### config.mk
export PLATFORM = sky130hd
export DESIGN_NAME = pipe_hazard_ctrl
export DESIGN_NICKNAME = d
export VERILOG_FILES = /design/src/rtl/lc3b_types.sv /design/src/rtl/pipe_hazard_detect.sv /design/src/rtl/pipe_hazard_ctrl.sv
export SDC_FILE = /design/constraint.sdc
export NUM_CORES = 1
export LEC_CHECK = 0
export CORE_MARGIN = 2
export CORE_UTILIZATION = 30
export CTS_CLUSTER_DIAMETER = 150
export DETAILED_ROUTE_END_ITERATION = 6
export PLACE_DENSITY = 0.85
export SYNTH_ARGS = -nofsm -noshare
export SYNTH_HDL_FRONTEND = slang
export SYNTH_HIERARCHICAL = 1
export SYNTH_SLANG_ARGS = --single-unit
### constraint.sdc
create_clock -name clk -period 3.4 [get_ports clk]
set_input_delay 0.68 -clock clk [delete_from_list [all_inputs] [get_ports clk]]
set_output_delay 0.68 -clock clk [all_outputs]
set_load 0.005 [all_outputs]
### src/rtl/lc3b_types.sv
// Shared LC-3b pipeline types: register index, per-stage control pair and hazard sequencer states.
package lc3b_types;

    typedef logic [2:0] lc3b_reg;

    typedef struct packed {
        logic advance;
        logic flush;
    } stage_ctrl_t;

    typedef enum logic {
        HC_RUN  = 1'b0,
        HC_HOLD = 1'b1
    } hc_state_e;

    // A source operand only matters when the instruction actually reads it.
    function automatic logic reg_hit(input lc3b_reg src, input lc3b_reg dest, input logic used);
        return used & (src == dest);
    endfunction

endpackage

### src/rtl/pipe_hazard_detect.sv
// Load-use comparator: flags an ID instruction that reads the register an EX-stage load is writing.
module pipe_hazard_detect
    import lc3b_types::*;
(
    input  lc3b_reg id_sr1,
    input  lc3b_reg id_sr2,
    input  logic    id_use_sr1,
    input  logic    id_use_sr2,
    input  lc3b_reg ex_dest,
    input  logic    ex_is_load,
    output logic    load_use
);

    assign load_use = ex_is_load &
                      (reg_hit(id_sr1, ex_dest, id_use_sr1) |
                       reg_hit(id_sr2, ex_dest, id_use_sr2));

endmodule

### src/rtl/pipe_hazard_ctrl.sv
// Five-stage LC-3b pipeline sequencer: memory wait, load-use bubble and taken-transfer flush.
// Optional saturating event counters are built when PIPE_PERF_CNT_EN is defined.
module pipe_hazard_ctrl
    import lc3b_types::*;
#(
    parameter int PERF_W = 16
) (
    input  logic              clk,
    input  logic              rst_n,
    input  logic              imem_resp,
    input  logic              dmem_req,
    input  logic              dmem_resp,
    input  logic [2:0]        id_sr1,
    input  logic [2:0]        id_sr2,
    input  logic              id_use_sr1,
    input  logic              id_use_sr2,
    input  logic [2:0]        ex_dest,
    input  logic              ex_is_load,
    input  logic              mem_br_taken,
    output logic              imem_read,
    output logic              dmem_op_en,
    output logic              pc_load,
    output logic              ifid_advance,
    output logic              idex_advance,
    output logic              exmem_advance,
    output logic              memwb_advance,
    output logic              ifid_flush,
    output logic              idex_flush,
    output logic              exmem_flush,
    output logic              stall_o,
    output logic [PERF_W-1:0] perf_stall,
    output logic [PERF_W-1:0] perf_bubble,
    output logic [PERF_W-1:0] perf_flush
);

    hc_state_e   state, state_next;
    logic        i_done, d_done, i_done_next, d_done_next;
    logic        i_pend, d_pend, i_ok, d_ok, mem_ok;
    logic        load_use;
    logic        memwb_adv;
    stage_ctrl_t ifid_c, idex_c, exmem_c;

    pipe_hazard_detect u_hazard_detect (
        .id_sr1     (id_sr1),
        .id_sr2     (id_sr2),
        .id_use_sr1 (id_use_sr1),
        .id_use_sr2 (id_use_sr2),
        .ex_dest    (ex_dest),
        .ex_is_load (ex_is_load),
        .load_use   (load_use)
    );

    always_ff @(posedge clk or negedge rst_n) begin
        if (!rst_n) begin
            state  <= HC_RUN;
            i_done <= 1'b0;
            d_done <= 1'b0;
        end else begin
            state  <= state_next;
            i_done <= i_done_next;
            d_done <= d_done_next;
        end
    end

    // Done flags are only meaningful while a split response is being held.
    assign i_pend = (state == HC_HOLD) & i_done;
    assign d_pend = (state == HC_HOLD) & d_done;
    assign i_ok   = imem_resp | i_pend;
    assign d_ok   = !dmem_req | dmem_resp | d_pend;
    assign mem_ok = i_ok & d_ok;

    always_comb begin
        state_next  = state;
        i_done_next = i_done;
        d_done_next = d_done;
        imem_read   = 1'b0;
        dmem_op_en  = 1'b0;
        pc_load     = 1'b0;
        stall_o     = 1'b0;
        memwb_adv   = 1'b0;
        ifid_c      = '0;
        idex_c      = '0;
        exmem_c     = '0;

        if (rst_n) begin
            imem_read  = !i_pend;
            dmem_op_en = dmem_req & !d_pend;

            if (!mem_ok) begin
                stall_o     = 1'b1;
                i_done_next = i_pend | imem_resp;
                d_done_next = d_pend | dmem_resp;
            end else if (mem_br_taken) begin
                pc_load     = 1'b1;
                ifid_c      = '{advance: 1'b1, flush: 1'b1};
                idex_c      = '{advance: 1'b1, flush: 1'b1};
                exmem_c     = '{advance: 1'b1, flush: 1'b1};
                memwb_adv   = 1'b1;
                i_done_next = 1'b0;
                d_done_next = 1'b0;
            end else if (load_use) begin
                // IF holds its fetched instruction, so it must not be fetched again.
                idex_c      = '{advance: 1'b1, flush: 1'b1};
                exmem_c     = '{advance: 1'b1, flush: 1'b0};
                memwb_adv   = 1'b1;
                i_done_next = 1'b1;
                d_done_next = 1'b0;
            end else begin
                pc_load     = 1'b1;
                ifid_c      = '{advance: 1'b1, flush: 1'b0};
                idex_c      = '{advance: 1'b1, flush: 1'b0};
                exmem_c     = '{advance: 1'b1, flush: 1'b0};
                memwb_adv   = 1'b1;
                i_done_next = 1'b0;
                d_done_next = 1'b0;
            end

            state_next = (i_done_next | d_done_next) ? HC_HOLD : HC_RUN;
        end
    end

    assign ifid_advance  = ifid_c.advance;
    assign ifid_flush    = ifid_c.flush;
    assign idex_advance  = idex_c.advance;
    assign idex_flush    = idex_c.flush;
    assign exmem_advance = exmem_c.advance;
    assign exmem_flush   = exmem_c.flush;
    assign memwb_advance = memwb_adv;

`ifdef PIPE_PERF_CNT_EN
    logic ev_bubble, ev_flush;

    // A bubble is the only case that flushes ID/EX without loading the PC.
    assign ev_bubble = idex_flush & !pc_load;
    assign ev_flush  = ifid_flush;

    always_ff @(posedge clk or negedge rst_n) begin
        if (!rst_n) begin
            perf_stall  <= '0;
            perf_bubble <= '0;
            perf_flush  <= '0;
        end else begin
            if (stall_o && (perf_stall != '1))
                perf_stall <= perf_stall + PERF_W'(1);
            if (ev_bubble && (perf_bubble != '1))
                perf_bubble <= perf_bubble + PERF_W'(1);
            if (ev_flush && (perf_flush != '1))
                perf_flush <= perf_flush + PERF_W'(1);
        end
    end
`else
    assign perf_stall  = '0;
    assign perf_bubble = '0;
    assign perf_flush  = '0;
`endif

endmodule
Word level (Yosys, flattened, before mapping)
Index checks and enable logic that the tools add are counted.
{ "op_classes": {"n_eq_ne": 2, "mux": 28, "bitwise_logic": 13, "reduce_logical": 3} }
{ "ops": {"columns": ["operator", "count"], "rows": [
  ["$mux 1", 20],
  ["$mux 2", 8],
  ["$and 1x1->1", 7],
  ["$eq 3x3->1", 2],
  ["$or 1x1->1", 6],
  ["$logic_not 1->1", 3]
]} }
{ "word_totals": {"reg_bits": 3, "elab_cells": 49} }

Depth between registers and ports, before layout
Gate-level depths: netlist of run 1.
{ "depth": {"word_depth": 10, "mapped_depth": 6, "ltp_nobuf": 6} }

Hierarchy
The synthesis of run 1 kept the hierarchy.
{ "by_module_without_submodules": {"columns": ["module", "n_inst", "cells_each", "area_per_inst_um2"], "rows": [
  ["pipe_hazard_ctrl", 1, 79, 639.4],
  ["pipe_hazard_detect", 1, 9, 72.6]
]} }

Worst setup path before layout of run 1
OpenSTA, ideal clock, no wires.
{ "synth_timing": {"path_kind": "input -> output", "from": "input port ex_dest[0]", "to": "output port pc_load", "arrival_ns": 1.457, "slack_ns": 1.263, "cell_stages": 6, "cell_sequence": "xnor2_1 nand4_1 a21boi_1 nor2b_1 nor3_2 buf_4"} }
{ "synth_via": {"elab_chain_len": 8, "elab_cells_between_ends": 10} }
{ "synth_lines": {"columns": ["item", "line", "text"], "rows": [
  ["start, declared", "pipe_hazard_ctrl.sv:17", "input logic [2:0] ex_dest,"],
  ["$eq 3x3->1", "lc3b_types.sv:18", "return used & (src == dest);"],
  ["$and 1x1->1", "lc3b_types.sv:18", null],
  ["$or 1x1->1 *", "pipe_hazard_detect.sv:15", "(reg_hit(id_sr1, ex_dest, id_use_sr1) |"],
  ["$and 1x1->1 *", "pipe_hazard_detect.sv:14", "assign load_use = ex_is_load &"],
  ["via load_use", "pipe_hazard_ctrl.sv:39", "logic load_use;"],
  ["$mux 1 *", "pipe_hazard_ctrl.sv:101", "end else if (load_use) begin"],
  ["$mux 1 *", "pipe_hazard_ctrl.sv:93", "end else if (mem_br_taken) begin"],
  ["$mux 1 *", "pipe_hazard_ctrl.sv:89", "if (!mem_ok) begin"],
  ["$mux 1 *", "pipe_hazard_ctrl.sv:85", "if (rst_n) begin"],
  ["end, declared", "pipe_hazard_ctrl.sv:22", "output logic pc_load,"]
]} }
Mark *: on every way through the listed nets, which the timed path passes. The rest lies on a longest branch.

Final worst setup path of run 1
{ "layout_timing": {"from": "input port ex_dest[1]", "to": "output port pc_load"} }
The elaborated chain is that of the path after synthesis.

==> results.ini, run 1 <==
[drt]
via_per_inst = 3.37
drtPass1Iterations = 2
ant_nets = 0
vias = 485
drt_first_iter_violations = 2
routed_wl_mm = 1.19
wire_per_inst_um = 8.24
drc = 0

[power]
ir_drop_uv = 127
p_per_area_nw_per_um2 = 231
power.leakage_nw = 0.401

[final_layout]
fillerInstances = 255
register_area_sq_um = 75.1
drive_gt1_frac = 0.112
num_antenna_cells = 0
layout.nets = 135
finalInstanceArea_sq_um = 847
multi_input_area_sq_um = 408
areaGrowthSynthToFinish_pct = 19.0

[worst_hold_path]
holdPathEnd = i_done
min_from = i_done
hold_class = reg -> reg
min_path_cells = 2

[cts]
cts_setup_buffers = 0
cts_resized = 0
clock_sinks = 3
ctsHoldBuffers = 0
cts_tree = done
clk_pin_slew_ns = 0.04
cts_buffers = 3
clock-root-buffer = clkbuf_4
clockBufferDepth = 2
clk_latency_ns = 0.23
h-tree-depth = 1

[global_route]
grt_util_met1 = 0.0935
antenna_found_initial = 0
grt.busiest_layer = met2
grt_pass1_wl_mm = 1.84
grt-ovfl-total = 0
gr-usage-met2 = 0.173
grt_max_degree = 11
track_usage = 0.0921
grt_util_met3 = 0.0171
grt_pass1_vias = 422

[synth]
synth-async-reset-ratio = 1.00
synthTopCellsByArea = buf_4 55%, dfrtp_1 11%, xnor2_1 7.4%
yosys.area.top_type = buf_4
synth_seq_area_share = 0.105
synthFlopType = dfrtp_1
synth_cell_types = 24
synth_top_area_share = 0.548
syn_area_sq_um = 712
syn_inst = 88
synth_edf_count = 0
synthMostInstantiatedCell = buf_4
yosysWarnings = 6
ys_ff_latch = 3
ys_top_cells_by_count = 52 x buf_4, 6 x xnor2_1, 4 x inv_1, 3 x dfrtp_1
avgSynthCellArea_sq_um = 8.09

[placement]
dp_hpwl_mm = 1.11
io_buffers = 28
routabilityCongestion = 0.674
placed_cell_area_sq_um = 821

[timing]
max_freq_mhz = 330
setup_viol = 0
fin_skew_ns = 0.000246
min_period_ns = 3.03
fin_tns_setup_ns = 0
finalMaxSlewViolations = 0
fin_crit_sh = 0.891
hold_viol_final = 0
rsz0062_at_grt = no

[critical_path]
crit_type = in -> out
worstReg2RegStart = state
r2r_setup_slack_ns = 2.33
r2r-end = state
reg2reg_depth = 3
cp-end-kind = output port
critPathMaxFanout = 2
required_ns = 2.72
setup.worst_path.start = ex_dest[1]
cp.arrival_ns = 2.35
startpoint_type = input port

[floorplanning]
rows = 17
die-area_sq_um = 2780
dieWidth_um = 52.7
initial_core_util = 0.319
core_area_sq_um = 2230
boundaryPins = 77
die_h_um = 52.7

[run_status]
outcome = complete, no violations

[run]
maxCapViolations = 0

-- layer usage --
layer	part of all wire	vias up	routed length (um)
li1	-	235	-
met1	0.35	217	415
met2	0.58	33	685
met3	0.071	0	84
met4	0	0	0
met5	0	-	0
-- stage by stage --
step	util	std cells	worst slack, ns	hold slack [ns]	total power, mW
floorplan	-	135	1.26	0.384	0.132
global placement	0.368	140	0.409	0.551	0.133
detailed placement	0.368	140	0.367	0.569	0.135
CTS	0.379	144	0.365	0.574	0.199
global route	0.379	144	0.282	0.601	0.215
finish	0.379	144	0.371	0.567	0.195
-- report_power, final --
part	switching (mW)	total (mW)	internal, mW
logic	0.0391	0.0880	0.0489
registers	0.00557	0.0462	0.0406
clock network	0.0173	0.0612	0.0439
-- worst max path at each step --
stage | end | slack, ns | cells after the start
global route | pc_load | 0.28 | 7
finish | pc_load | 0.37 | 7
CTS | pc_load | 0.37 | 7
detailed placement | pc_load | 0.37 | 7
floorplan | pc_load | 1.26 | 6
global placement | ifid_advance | 0.41 | 7
-- cells in the final DEF, fill, tap and decap left out --
| master | n |
|---|---|
| o21ai_0 | 1 |
| dfrtp_1 | 3 |
| a21oi_2 | 1 |
| nor3b_2 | 1 |
| xnor2_1 | 6 |
| inv_1 | 4 |
| clkbuf_1 | 1 |
| and2_4 | 1 |
| nand4_1 | 2 |
| and2_2 | 1 |
| a21oi_1 | 1 |
| nand2_1 | 1 |
| o221ai_2 | 1 |
| a21boi_2 | 1 |
| clkdlybuf4s50_1 | 28 |
| buf_4 | 1 |
| a22o_1 | 1 |
| o21a_1 | 1 |
| a21boi_1 | 1 |
| nor2_1 | 2 |
| nand2b_4 | 1 |
| nor2b_1 | 1 |
| a21boi_0 | 1 |
| conb_1 | 48 |
| o22ai_1 | 1 |
| nor3_2 | 2 |
| clkbuf_4 | 3 |
-- kinds of logic after synthesis --
group	count (synthesis)	share of synthesized area
buf+inv	56	0.569
flops	3	0.105
compound gates	10	0.116
other cells	1	0.00527
xor+xnor	6	0.0738
simple gates	12	0.130
-- flip-flops by register name (all words and copies together) (netlist names) --
register / flops
i_done: 1
state: 1
d_done: 1
-- critical path, cell delays in order --
cell	delay, ns
clkdlybuf4s50_1	0.51
xnor2_1	0.13
nand4_1	0.11
a21boi_1	0.18
nor2b_1	0.22
nor3_2	0.07
clkdlybuf4s50_1	0.44
-- cell type report --
class | count | area share
clock buffer | 4 | 0.0310
inverter | 4 | 0.0177
multi-input combinational | 76 | 0.482
sequential | 3 | 0.0886
tap | 28 | 0.0414
timing repair buffer | 29 | 0.340
Note: power is estimated with default switching activity, not from simulation.
==> inputs of run 2 (changes only) <==
--- a/config.mk
+++ b/config.mk
@@ -9,6 +9,7 @@
 export CORE_UTILIZATION = 30
 export CTS_CLUSTER_DIAMETER = 150
 export DETAILED_ROUTE_END_ITERATION = 6
+export GPL_ROUTABILITY_DRIVEN = 0
 export PLACE_DENSITY = 0.85
 export SYNTH_ARGS = -nofsm -noshare
 export SYNTH_HDL_FRONTEND = slang
==> results of run 2 <==
Same layout as run 1: the final DEF is identical, and so are final timing and power.
